File: config.mk
export PLATFORM = sky130hd
export DESIGN_NAME = multi_wave_dds
export DESIGN_NICKNAME = d
export VERILOG_FILES = /design/src/rtl/multi_wave_dds.sv
export SDC_FILE = /design/constraint.sdc
export NUM_CORES = 1
export LEC_CHECK = 0
export ABC_AREA = 1
export CAP_MARGIN = 10
export CORE_MARGIN = 4
export CORE_UTILIZATION = 44
export DETAILED_ROUTE_END_ITERATION = 12
export PLACE_DENSITY = 0.74
export SYNTH_ARGS = -nofsm -noshare
export SYNTH_HDL_FRONTEND = slang
export SYNTH_SLANG_ARGS = --single-unit
File: constraint.sdc
create_clock -name clk -period 15.65 [get_ports clk]
set_input_delay 3.13 -clock clk [delete_from_list [all_inputs] [get_ports clk]]
set_output_delay 3.13 -clock clk [all_outputs]
set_load 0.01 [all_outputs]
File: src/rtl/multi_wave_dds.sv
// multi_wave_dds: phase-accumulator waveform generator (triangle/saw/square/saw-down or sine), gain, saturating offset, phase offset.
// Latency: 2 cycles from the phase register to wave_out / wave_valid / cycle_start.
// Backpressure: cfg_ready drops while an accepted configuration waits for the period boundary; the source holds cfg_valid.
// Build option: define MULTI_WAVE_DDS_SINE_EN to turn mode 3 into a quarter-wave ROM sine (saw down otherwise).
module multi_wave_dds #(
  parameter int PH_W   = 32,
  parameter int DT_W   = 8,
  parameter int SIN_AW = 6
) (
  input  logic            clk,
  input  logic            rst_n,
  input  logic            enable,
  input  logic            cfg_valid,
  output logic            cfg_ready,
  input  logic [PH_W-1:0] cfg_freq,
  input  logic [PH_W-1:0] cfg_phase,
  input  logic [DT_W-1:0] cfg_amp,
  input  logic [DT_W-1:0] cfg_offset,
  input  logic [1:0]      cfg_mode,
  output logic [DT_W-1:0] wave_out,
  output logic            wave_valid,
  output logic            cycle_start
);

  localparam int PW = 2 * DT_W + 1;

  // Configuration handshake state: idle (ready) or holding a shadow copy.
  typedef enum logic {
    CFG_IDLE = 1'b0,
    CFG_PEND = 1'b1
  } cfg_state_e;

  cfg_state_e cfg_state_q, cfg_state_d;
  logic       xfer;
  logic       apply;

  // Phase accumulator
  logic [PH_W-1:0] phase_q, phase_d;
  logic            wrap_q, wrap_d;
  logic [PH_W:0]   acc_sum;
  logic            acc_wrap;

  // Active configuration
  logic [PH_W-1:0] freq_a_q, freq_a_d;
  logic [PH_W-1:0] phase_a_q, phase_a_d;
  logic [DT_W-1:0] amp_a_q, amp_a_d;
  logic [DT_W-1:0] offset_a_q, offset_a_d;
  logic [1:0]      mode_a_q, mode_a_d;

  // Shadow configuration
  logic [PH_W-1:0] freq_s_q, freq_s_d;
  logic [PH_W-1:0] phase_s_q, phase_s_d;
  logic [DT_W-1:0] amp_s_q, amp_s_d;
  logic [DT_W-1:0] offset_s_q, offset_s_d;
  logic [1:0]      mode_s_q, mode_s_d;

  // Stage 1
  logic [PH_W-1:0] pe;
  logic [DT_W:0]   tri_t;
  logic [DT_W-1:0] saw_s;
  logic [DT_W-1:0] raw_q, raw_d;
  logic [DT_W-1:0] amp1_q, offset1_q;
  logic            wrap1_q, en1_q;

  // Stage 2
  logic [DT_W:0]   amp_p1;
  logic [PW-1:0]   prod;
  logic [DT_W:0]   scaled;
  logic [DT_W:0]   sum;
  logic [DT_W-1:0] wave_q, wave_d;
  logic            valid_q, cs_q;

  // Low product bits and low phase bits are intentionally discarded.
  logic unused_bits;
  assign unused_bits = ^{pe, prod[DT_W-1:0]};

  assign cfg_ready = (cfg_state_q == CFG_IDLE);

  // Handshake FSM: accept when idle; release the shadow at a wrap, while disabled, or when frozen at freq 0.
  always_comb begin
    cfg_state_d = cfg_state_q;
    xfer        = 1'b0;
    apply       = 1'b0;
    case (cfg_state_q)
      CFG_IDLE: begin
        if (cfg_valid) begin
          xfer        = 1'b1;
          cfg_state_d = CFG_PEND;
        end
      end
      CFG_PEND: begin
        if (acc_wrap || !enable || (freq_a_q == '0)) begin
          apply       = 1'b1;
          cfg_state_d = CFG_IDLE;
        end
      end
      default: cfg_state_d = CFG_IDLE;
    endcase
  end

  // Accumulator next state; wrap travels with the phase it produced so it marks the first sample of a period.
  always_comb begin
    acc_sum  = {1'b0, phase_q} + {1'b0, freq_a_q};
    acc_wrap = enable & acc_sum[PH_W];
    phase_d  = enable ? acc_sum[PH_W-1:0] : phase_q;
    wrap_d   = acc_wrap;
  end

  // Shadow capture on transfer, active update on apply; phase is never touched (phase-continuous).
  always_comb begin
    freq_s_d   = freq_s_q;
    phase_s_d  = phase_s_q;
    amp_s_d    = amp_s_q;
    offset_s_d = offset_s_q;
    mode_s_d   = mode_s_q;
    freq_a_d   = freq_a_q;
    phase_a_d  = phase_a_q;
    amp_a_d    = amp_a_q;
    offset_a_d = offset_a_q;
    mode_a_d   = mode_a_q;
    if (xfer) begin
      freq_s_d   = cfg_freq;
      phase_s_d  = cfg_phase;
      amp_s_d    = cfg_amp;
      offset_s_d = cfg_offset;
      mode_s_d   = cfg_mode;
    end
    if (apply) begin
      freq_a_d   = freq_s_q;
      phase_a_d  = phase_s_q;
      amp_a_d    = amp_s_q;
      offset_a_d = offset_s_q;
      mode_a_d   = mode_s_q;
    end
  end

  assign pe = phase_q + phase_a_q;

`ifdef MULTI_WAVE_DDS_SINE_EN
  localparam int SIN_N = 1 << SIN_AW;

  // Quarter-wave entry at the bin midpoint, offset-binary around 2^(DT_W-1), via Bhaskara's sine approximation.
  function automatic logic [DT_W-1:0] sin_entry(input int idx);
    longint p, x, xp, half, h;
    p    = 8 * SIN_N;
    x    = 4 * idx + 2;
    xp   = x * (p - x);
    half = longint'(1) << (DT_W - 1);
    h    = ((half - 1) * 16 * xp) / (5 * p * p - 4 * xp);
    sin_entry = DT_W'(half + h);
  endfunction

  logic [DT_W-1:0]   sin_rom [SIN_N];
  logic [SIN_AW-1:0] sin_addr;
  logic [DT_W-1:0]   sin_val;

  for (genvar g = 0; g < SIN_N; g++) begin : g_sin_rom
    assign sin_rom[g] = sin_entry(g);
  end

  // Quarter-wave lookup: second quadrant mirrors the address, second half inverts the value.
  always_comb begin
    sin_addr = pe[PH_W-3 -: SIN_AW];
    if (pe[PH_W-2]) sin_addr = ~sin_addr;
    sin_val = sin_rom[sin_addr];
    if (pe[PH_W-1]) sin_val = ~sin_val;
  end
`else
  // Keeps SIN_AW referenced when the ROM is compiled out.
  logic [SIN_AW-1:0] unused_sin_aw;
  assign unused_sin_aw = '0;
`endif

  // Stage 1 shaping from the phase-offset top bits.
  always_comb begin
    tri_t = pe[PH_W-1 -: DT_W+1];
    saw_s = pe[PH_W-1 -: DT_W];
    raw_d = '0;
    case (mode_a_q)
      2'd0:    raw_d = tri_t[DT_W] ? ~tri_t[DT_W-1:0] : tri_t[DT_W-1:0];
      2'd1:    raw_d = saw_s;
      2'd2:    raw_d = {DT_W{pe[PH_W-1]}};
      default: begin
`ifdef MULTI_WAVE_DDS_SINE_EN
        raw_d = sin_val;
`else
        raw_d = ~saw_s;
`endif
      end
    endcase
  end

  // Stage 2 gain (amp+1)/2^DT_W then saturating offset; output holds while the sample was not enabled.
  always_comb begin
    amp_p1 = {1'b0, amp1_q} + {{DT_W{1'b0}}, 1'b1};
    prod   = {{(DT_W+1){1'b0}}, raw_q} * {{DT_W{1'b0}}, amp_p1};
    scaled = prod[PW-1:DT_W];
    sum    = scaled + {1'b0, offset1_q};
    wave_d = wave_q;
    if (en1_q) wave_d = sum[DT_W] ? {DT_W{1'b1}} : sum[DT_W-1:0];
  end

  // Handshake state, accumulator and configuration registers.
  always_ff @(posedge clk) begin
    if (!rst_n) begin
      cfg_state_q <= CFG_IDLE;
      phase_q     <= '0;
      wrap_q      <= 1'b0;
      freq_a_q    <= '0;
      phase_a_q   <= '0;
      amp_a_q     <= '0;
      offset_a_q  <= '0;
      mode_a_q    <= '0;
      freq_s_q    <= '0;
      phase_s_q   <= '0;
      amp_s_q     <= '0;
      offset_s_q  <= '0;
      mode_s_q    <= '0;
    end else begin
      cfg_state_q <= cfg_state_d;
      phase_q     <= phase_d;
      wrap_q      <= wrap_d;
      freq_a_q    <= freq_a_d;
      phase_a_q   <= phase_a_d;
      amp_a_q     <= amp_a_d;
      offset_a_q  <= offset_a_d;
      mode_a_q    <= mode_a_d;
      freq_s_q    <= freq_s_d;
      phase_s_q   <= phase_s_d;
      amp_s_q     <= amp_s_d;
      offset_s_q  <= offset_s_d;
      mode_s_q    <= mode_s_d;
    end
  end

  // Stage 1 register: amp/offset ride along with raw so a new configuration starts exactly on the period's first sample.
  always_ff @(posedge clk) begin
    if (!rst_n) begin
      raw_q     <= '0;
      amp1_q    <= '0;
      offset1_q <= '0;
      wrap1_q   <= 1'b0;
      en1_q     <= 1'b0;
    end else begin
      raw_q     <= raw_d;
      amp1_q    <= amp_a_q;
      offset1_q <= offset_a_q;
      wrap1_q   <= wrap_q;
      en1_q     <= enable;
    end
  end

  // Stage 2 output register.
  always_ff @(posedge clk) begin
    if (!rst_n) begin
      wave_q  <= '0;
      valid_q <= 1'b0;
      cs_q    <= 1'b0;
    end else begin
      wave_q  <= wave_d;
      valid_q <= en1_q;
      cs_q    <= wrap1_q & en1_q;
    end
  end

  assign wave_out    = wave_q;
  assign wave_valid  = valid_q;
  assign cycle_start = cs_q;

endmodule

# Yosys cells after proc, flatten, opt, wreduce, memory -nomap -nowiden
# Cells that the tools add are included.
totals:
  register_bits: 234
  latchBits: 0
  mem_bits_rw: 0
  mem_bits_ro: 0
  out_inout_bits: 11
  wordCells: 47
  n_memories: 0
op_classes:
  n_addsub: 4
  n_mul: 1
  div: 0
  n_lt_le_gt_ge: 0
  eq_ne: 2
  shifts: 0
  mux: 9
  bitwise_logic: 5
  n_reduce_logical: 5
ops:
  columns: ["operator", "count"]
  rows:
  - ["$add A32 B32 Y33", 1]
  - ["$add A32 B32 Y32", 1]
  - ["$logic_not A32 Y1", 1]
  - ["$pmux W8 S3", 1]
  - ["$mul A8 B9 Y17", 1]
  - ["$mux W8", 2]
  - ["$not A8 Y8", 2]
  - ["$add A8 B1 Y9 const B", 1]
  - ["$add A9 B8 Y9", 1]
  - ["$mux W1", 5]
  - ["$and A1 B1 Y1", 2]
  - ["$eq A2 B1 Y1 const B", 1]
  - ["$eq A2 B2 Y1 const B", 1]
  - ["$logic_not A2 Y1", 1]
  - ["$logic_or A1 B1 Y1", 2]
  - ["$pmux W1 S2", 1]
  - ["$logic_not A1 Y1", 1]
  - ["$not A1 Y1", 1]

# Longest topological paths before layout
depth:
  depth_word: 6
  depth_mapped: 31

# Least setup slack after synthesis
# No wires, ideal clock.
synth_timing:
  path_type: "reg-to-reg"
  start: "register amp1_q[0]"
  end: "register wave_q[0], in the netlist wave_out[0]"
  setup_ns: 0.109
  t_arrival_ns: 5.674
  t_required_ns: 15.541
  setup_slack_ns: 9.867
  stages_incl_launch_ff: 28
  n_path_buf: 1
  period_less_slack_ns: 5.783
  path_cell_list: "dfxtp_1 -> clkbuf_1 -> nand3_1 -> xor2_1 -> or2_2 -> fa_1 -> fa_1 -> inv_1 -> fa_1 -> fa_1 -> ha_1 -> a21oi_1 -> nand2_1 -> o21bai_1 -> nand2_1 -> o21ai_0 -> nand2_1 -> nand2_1 -> xor2_1 -> ha_1 -> nand2_1 -> o21ai_0 -> a21oi_1 -> nand3b_1 -> nand2_1 -> nand3_1 -> nand2_1 -> inv_1"
synth_between:
  elab_chain_cells: 4
synth_rtl:
  columns: ["item", "line_no", "source"]
  rows:
  - ["start: declaration", "62", "logic [DT_W-1:0] amp1_q, offset1_q;"]
  - ["start signal: assignment", "246", "amp1_q <= amp_a_q;"]
  - ["$add A8 B1 Y9", "195", "amp_p1 = {1'b0, amp1_q} + {{DT_W{1'b0}}, 1'b1};"]
  - ["$mul A8 B9 Y17", "196", "prod = {{(DT_W+1){1'b0}}, raw_q} * {{DT_W{1'b0}}, amp_p1};"]
  - ["$add A9 B8 Y9", "198", "sum = scaled + {1'b0, offset1_q};"]
  - ["$mux W8", "200", "if (en1_q) wave_d = sum[DT_W] ? {DT_W{1'b1}} : sum[DT_W-1:0];"]
  - ["end signal: assignment", "260", "wave_q <= wave_d;"]
  - ["end: declaration", "70", "logic [DT_W-1:0] wave_q, wave_d;"]
# No other way between the ends.
# A chain may end at the register's enable or synchronous reset.

# Worst setup path in the final report
layout_timing:
  start: "register amp1_q[0]"
  end: "register wave_q[1], in the netlist wave_out[1]"
# Same word-level chain as after synthesis.

==> flow_metrics.tcl <==
set metrics [dict create \
    status "finished, final reports clean" \
    via_count 14160 \
    die_area_um2 37820 \
    most-common-layout-cells "489 x nand2_1, 342 x inv_1, 306 x nor2_1" \
    p_leak_nw 8.600 \
    diodes 0 \
    htreeDepth 1 \
    timing.rr.start "amp1_q[0]$_SDFF_PN0_" \
    grt_use_met2_pct 34.39 \
    grt_pass1_vias 13490 \
    r2r_cells 27 \
    worst_pin_slew_ps 930.8 \
    fin_worst_skew_ps 38.60 \
    core-area_um2 34460 \
    place.port_buffers 96 \
    critPathCapture "wave_out[1]$_SDFFE_PN0P_" \
    drt-total-wl_um 39210 \
    cts-root-buf "clkbuf_16" \
    syn_avg_cell_area_um2 6.679 \
    ys_ff_latch 234 \
    antenna_left 0 \
    post_cts_buffers 0 \
    postCtsHoldBufs 0 \
    p_int_mw 1.200 \
    crit_arrival_ps 7130 \
    slew_viol_final 0 \
    area_growth_pct 13.81 \
    max-vdd-ir-drop_mv 0.07682 \
    cts_tree "yes" \
    drv_cap 0 \
    final.period_utilization_pct 42.77 \
    dr.pass1.iters 7 \
    globalRoute.totalOverflow 0 \
    p_sw_share_pct 29.95 \
    numCtsBuffers 26 \
    yosysWarnings 0 \
    cts_buffer_depth 3 \
    cts_resized 0 \
    fin_ws_ps 8957 \
    dp_slack_ps 8959 \
    start_util_pct 44.41 \
    worst_setup_path_end_kind "flip-flop" \
    vias_per_cell 5.045 \
    min_path_type "flip-flop to flip-flop" \
    ys_seq_area_share_pct 30.61 \
    setup_viol 0 \
    syn_inst 2291 \
    io_pins 97 \
    wl_per_cell_um 13.97 \
    dpl.hpwl_um 29680 \
    relSlewSlack_pct 37.95 \
    seqPwrFrac_pct 40.2 \
    clk_pin_slew_ps 60 \
    num-fill-cells 3401 \
    grtUsageMet1_pct 27.09 \
    path_class "flip-flop to flip-flop" \
    crit_fanout 9 \
    layout_commonest_cell "nand2_1" \
    min_from "wrap1_q$_SDFF_PN0_" \
    p_comb_share_pct 19.4 \
    clk_latency_ps 570 \
    num_rows 68 \
    place_congestion 0.9304 \
    rsz0062_at_grt "no" \
    reg2reg_to "wave_out[1]$_SDFFE_PN0P_" \
    drive_above_1_share_pct 2.891 \
    antenna_found_initial 0 \
    clock.fmax_mhz 149.4 \
    p_clk_share_pct 40.3 \
    start_kind "flip-flop" \
    synth.cell_area_um2 15300 \
    grt_max_degree 96 \
    use_met3_pct 2.236 \
    grt_pass1_wl_um 65340 \
    netSwitchingPower_mw 0.5133 \
    grt.busiest_layer "met2" \
    reg2reg_setup_slack_ps 8960 \
    nets 2566 \
    cp.required_ps 16090 \
    drc 0 \
    fin_cells 2807 \
    hold_ws_ps 416.0 \
    startpoint "amp1_q[0]$_SDFF_PN0_" \
    setup_tns_ps 0 \
    ys_types 36 \
    hold_viol 0 \
    grtUsageTotal_pct 20.14 \
    dieWidth_um 194.5 \
    power.density_nw_per_um2 98.39 \
    post-route-min-period_ps 6693 \
    cts_sinks 234 \
    placedCellCount 2759 \
    die_h_um 194.5 \
    syn_nets 2525 \
    first_iter_violations 954 \
]
-- power by group through the flow --
stage | logic (mW) | registers, mW | clock network, mW
global route | 0.383 | 0.694 | 0.729
CTS | 0.334 | 0.689 | 0.706
floorplan | 0.259 | 0.679 | 0
global placement | 0.323 | 0.701 | 0
finish | 0.333 | 0.690 | 0.691
detailed placement | 0.331 | 0.702 | 0
-- cells by family (layout without fill, tap and decap cells) --
group / Yosys count / after routing / share of synthesized area (%)
flip-flops: 234 / 234 / 30.61
XOR/XNOR: 35 / 35 / 2.003
AO/OA/AOI/OAI: 439 / 439 / 15.00
buffers and inverters: 432 / 493 / 11.44
AND/OR/NAND/NOR: 1003 / 1003 / 26.74
adder cells (fa/ha/maj): 148 / 148 / 14.21
-- final cells by class --
type	instances	area (µm²)	area share, %
Multi-Input combinational cell	1625	8882	51.00
Tap cell	455	569.3	3.269
Inverter	343	1287	7.393
Timing Repair Buffer	102	1003	5.762
Clock buffer	34	720.7	4.138
Sequential cell	234	4688	26.92
Clock inverter	14	264.0	1.516
-- sequential cells by signal (all words and copies together) (netlist names), 32 cells and up --
| signal | cells |
|---|---|
| phase_a_q | 32 |
| phase_s_q | 32 |
| phase_q | 32 |
| freq_a_q | 32 |
| freq_s_q | 32 |
-- synth_stat cells --
master    instances  area [µm²]
a211oi_1          1       7.510
a21boi_2          1       11.26
a21o_1           11       82.58
a21oi_1         260        1301
a31o_2            2       17.52
a31oi_1           2       12.51
buf_1            13       48.80
buf_2             1       5.000
buf_6            17       191.4
clkbuf_1         58       217.7
dfxtp_1         234        4684
fa_1             43       860.8
ha_1            105        1314
inv_1           342        1284
inv_2             1       3.750
nand2_1         490        1839
nand2_2           2       12.51
nand3_1         158       790.8
nand3_2           2       20.02
nand3b_1          5       37.54
nand4_1          12       75.07
nand4_2           1       12.51
nor2_1          306        1149
nor2_2            1       6.260
nor3_1           12       60.06
nor3b_1           1       7.510
nor4_1            9       56.30
o211ai_1          4       30.03
o21a_1            5       37.54
o21ai_0         140       700.7
o21ai_1           2       10.01
o21ai_2           1       8.760
o21bai_1         10       75.07
or2_2             4       25.02
xnor2_1          15       131.4
xor2_1           20       175.2
-- worst min-delay path by stage --
stage,cells past startpoint,slack [ps],endpoint
after floorplan,2,390,wrap1_q$_SDFF_PN0_
after global placement,2,420,wrap1_q$_SDFF_PN0_
after detailed placement,2,410,wrap1_q$_SDFF_PN0_
after CTS,2,430,cycle_start$_SDFF_PN0_
after global routing,2,440,cycle_start$_SDFF_PN0_
final,2,420,cycle_start$_SDFF_PN0_
-- critical path, cell delays in order, from the launching register on --
cell      delay [ps]
dfxtp_1          510
ha_1             250
nand3_1          120
xor2_1           580
or2_2            240
fa_1             430
fa_1             500
inv_1             60
fa_1             500
fa_1             490
ha_1             350
a21oi_1          180
nand2_1           70
o21bai_1         200
nand2_1          110
o21ai_0          120
nand2_1           90
nand2_1           80
xor2_1           150
ha_1             360
nand2_1           70
o21ai_0          340
a21oi_1          150
nand3b_1         190
nand2_1          210
nand3_1          110
nand2_1           80
inv_1             40
-- metal layers --
metal / share of wire, % / vias to the layer above
li1: - / 7391
met1: 47 / 6442
met2: 46 / 272
met3: 4.2 / 55
met4: 2.9 / 0
met5: 0 / -
-- per-stage QoR --
step           cell area [µm²]  total power, mW  utilization (%)
2_1_floorplan            15300           0.9384                -
3_3_place_gp             16430            1.025            47.68
3_5_place_dp             16430            1.033            47.68
4_1_cts                  17420            1.729            50.54
5_1_grt                  17420            1.807            50.54
6_report                 17420            1.714            50.54
Power figures use the tool's default switching activity.
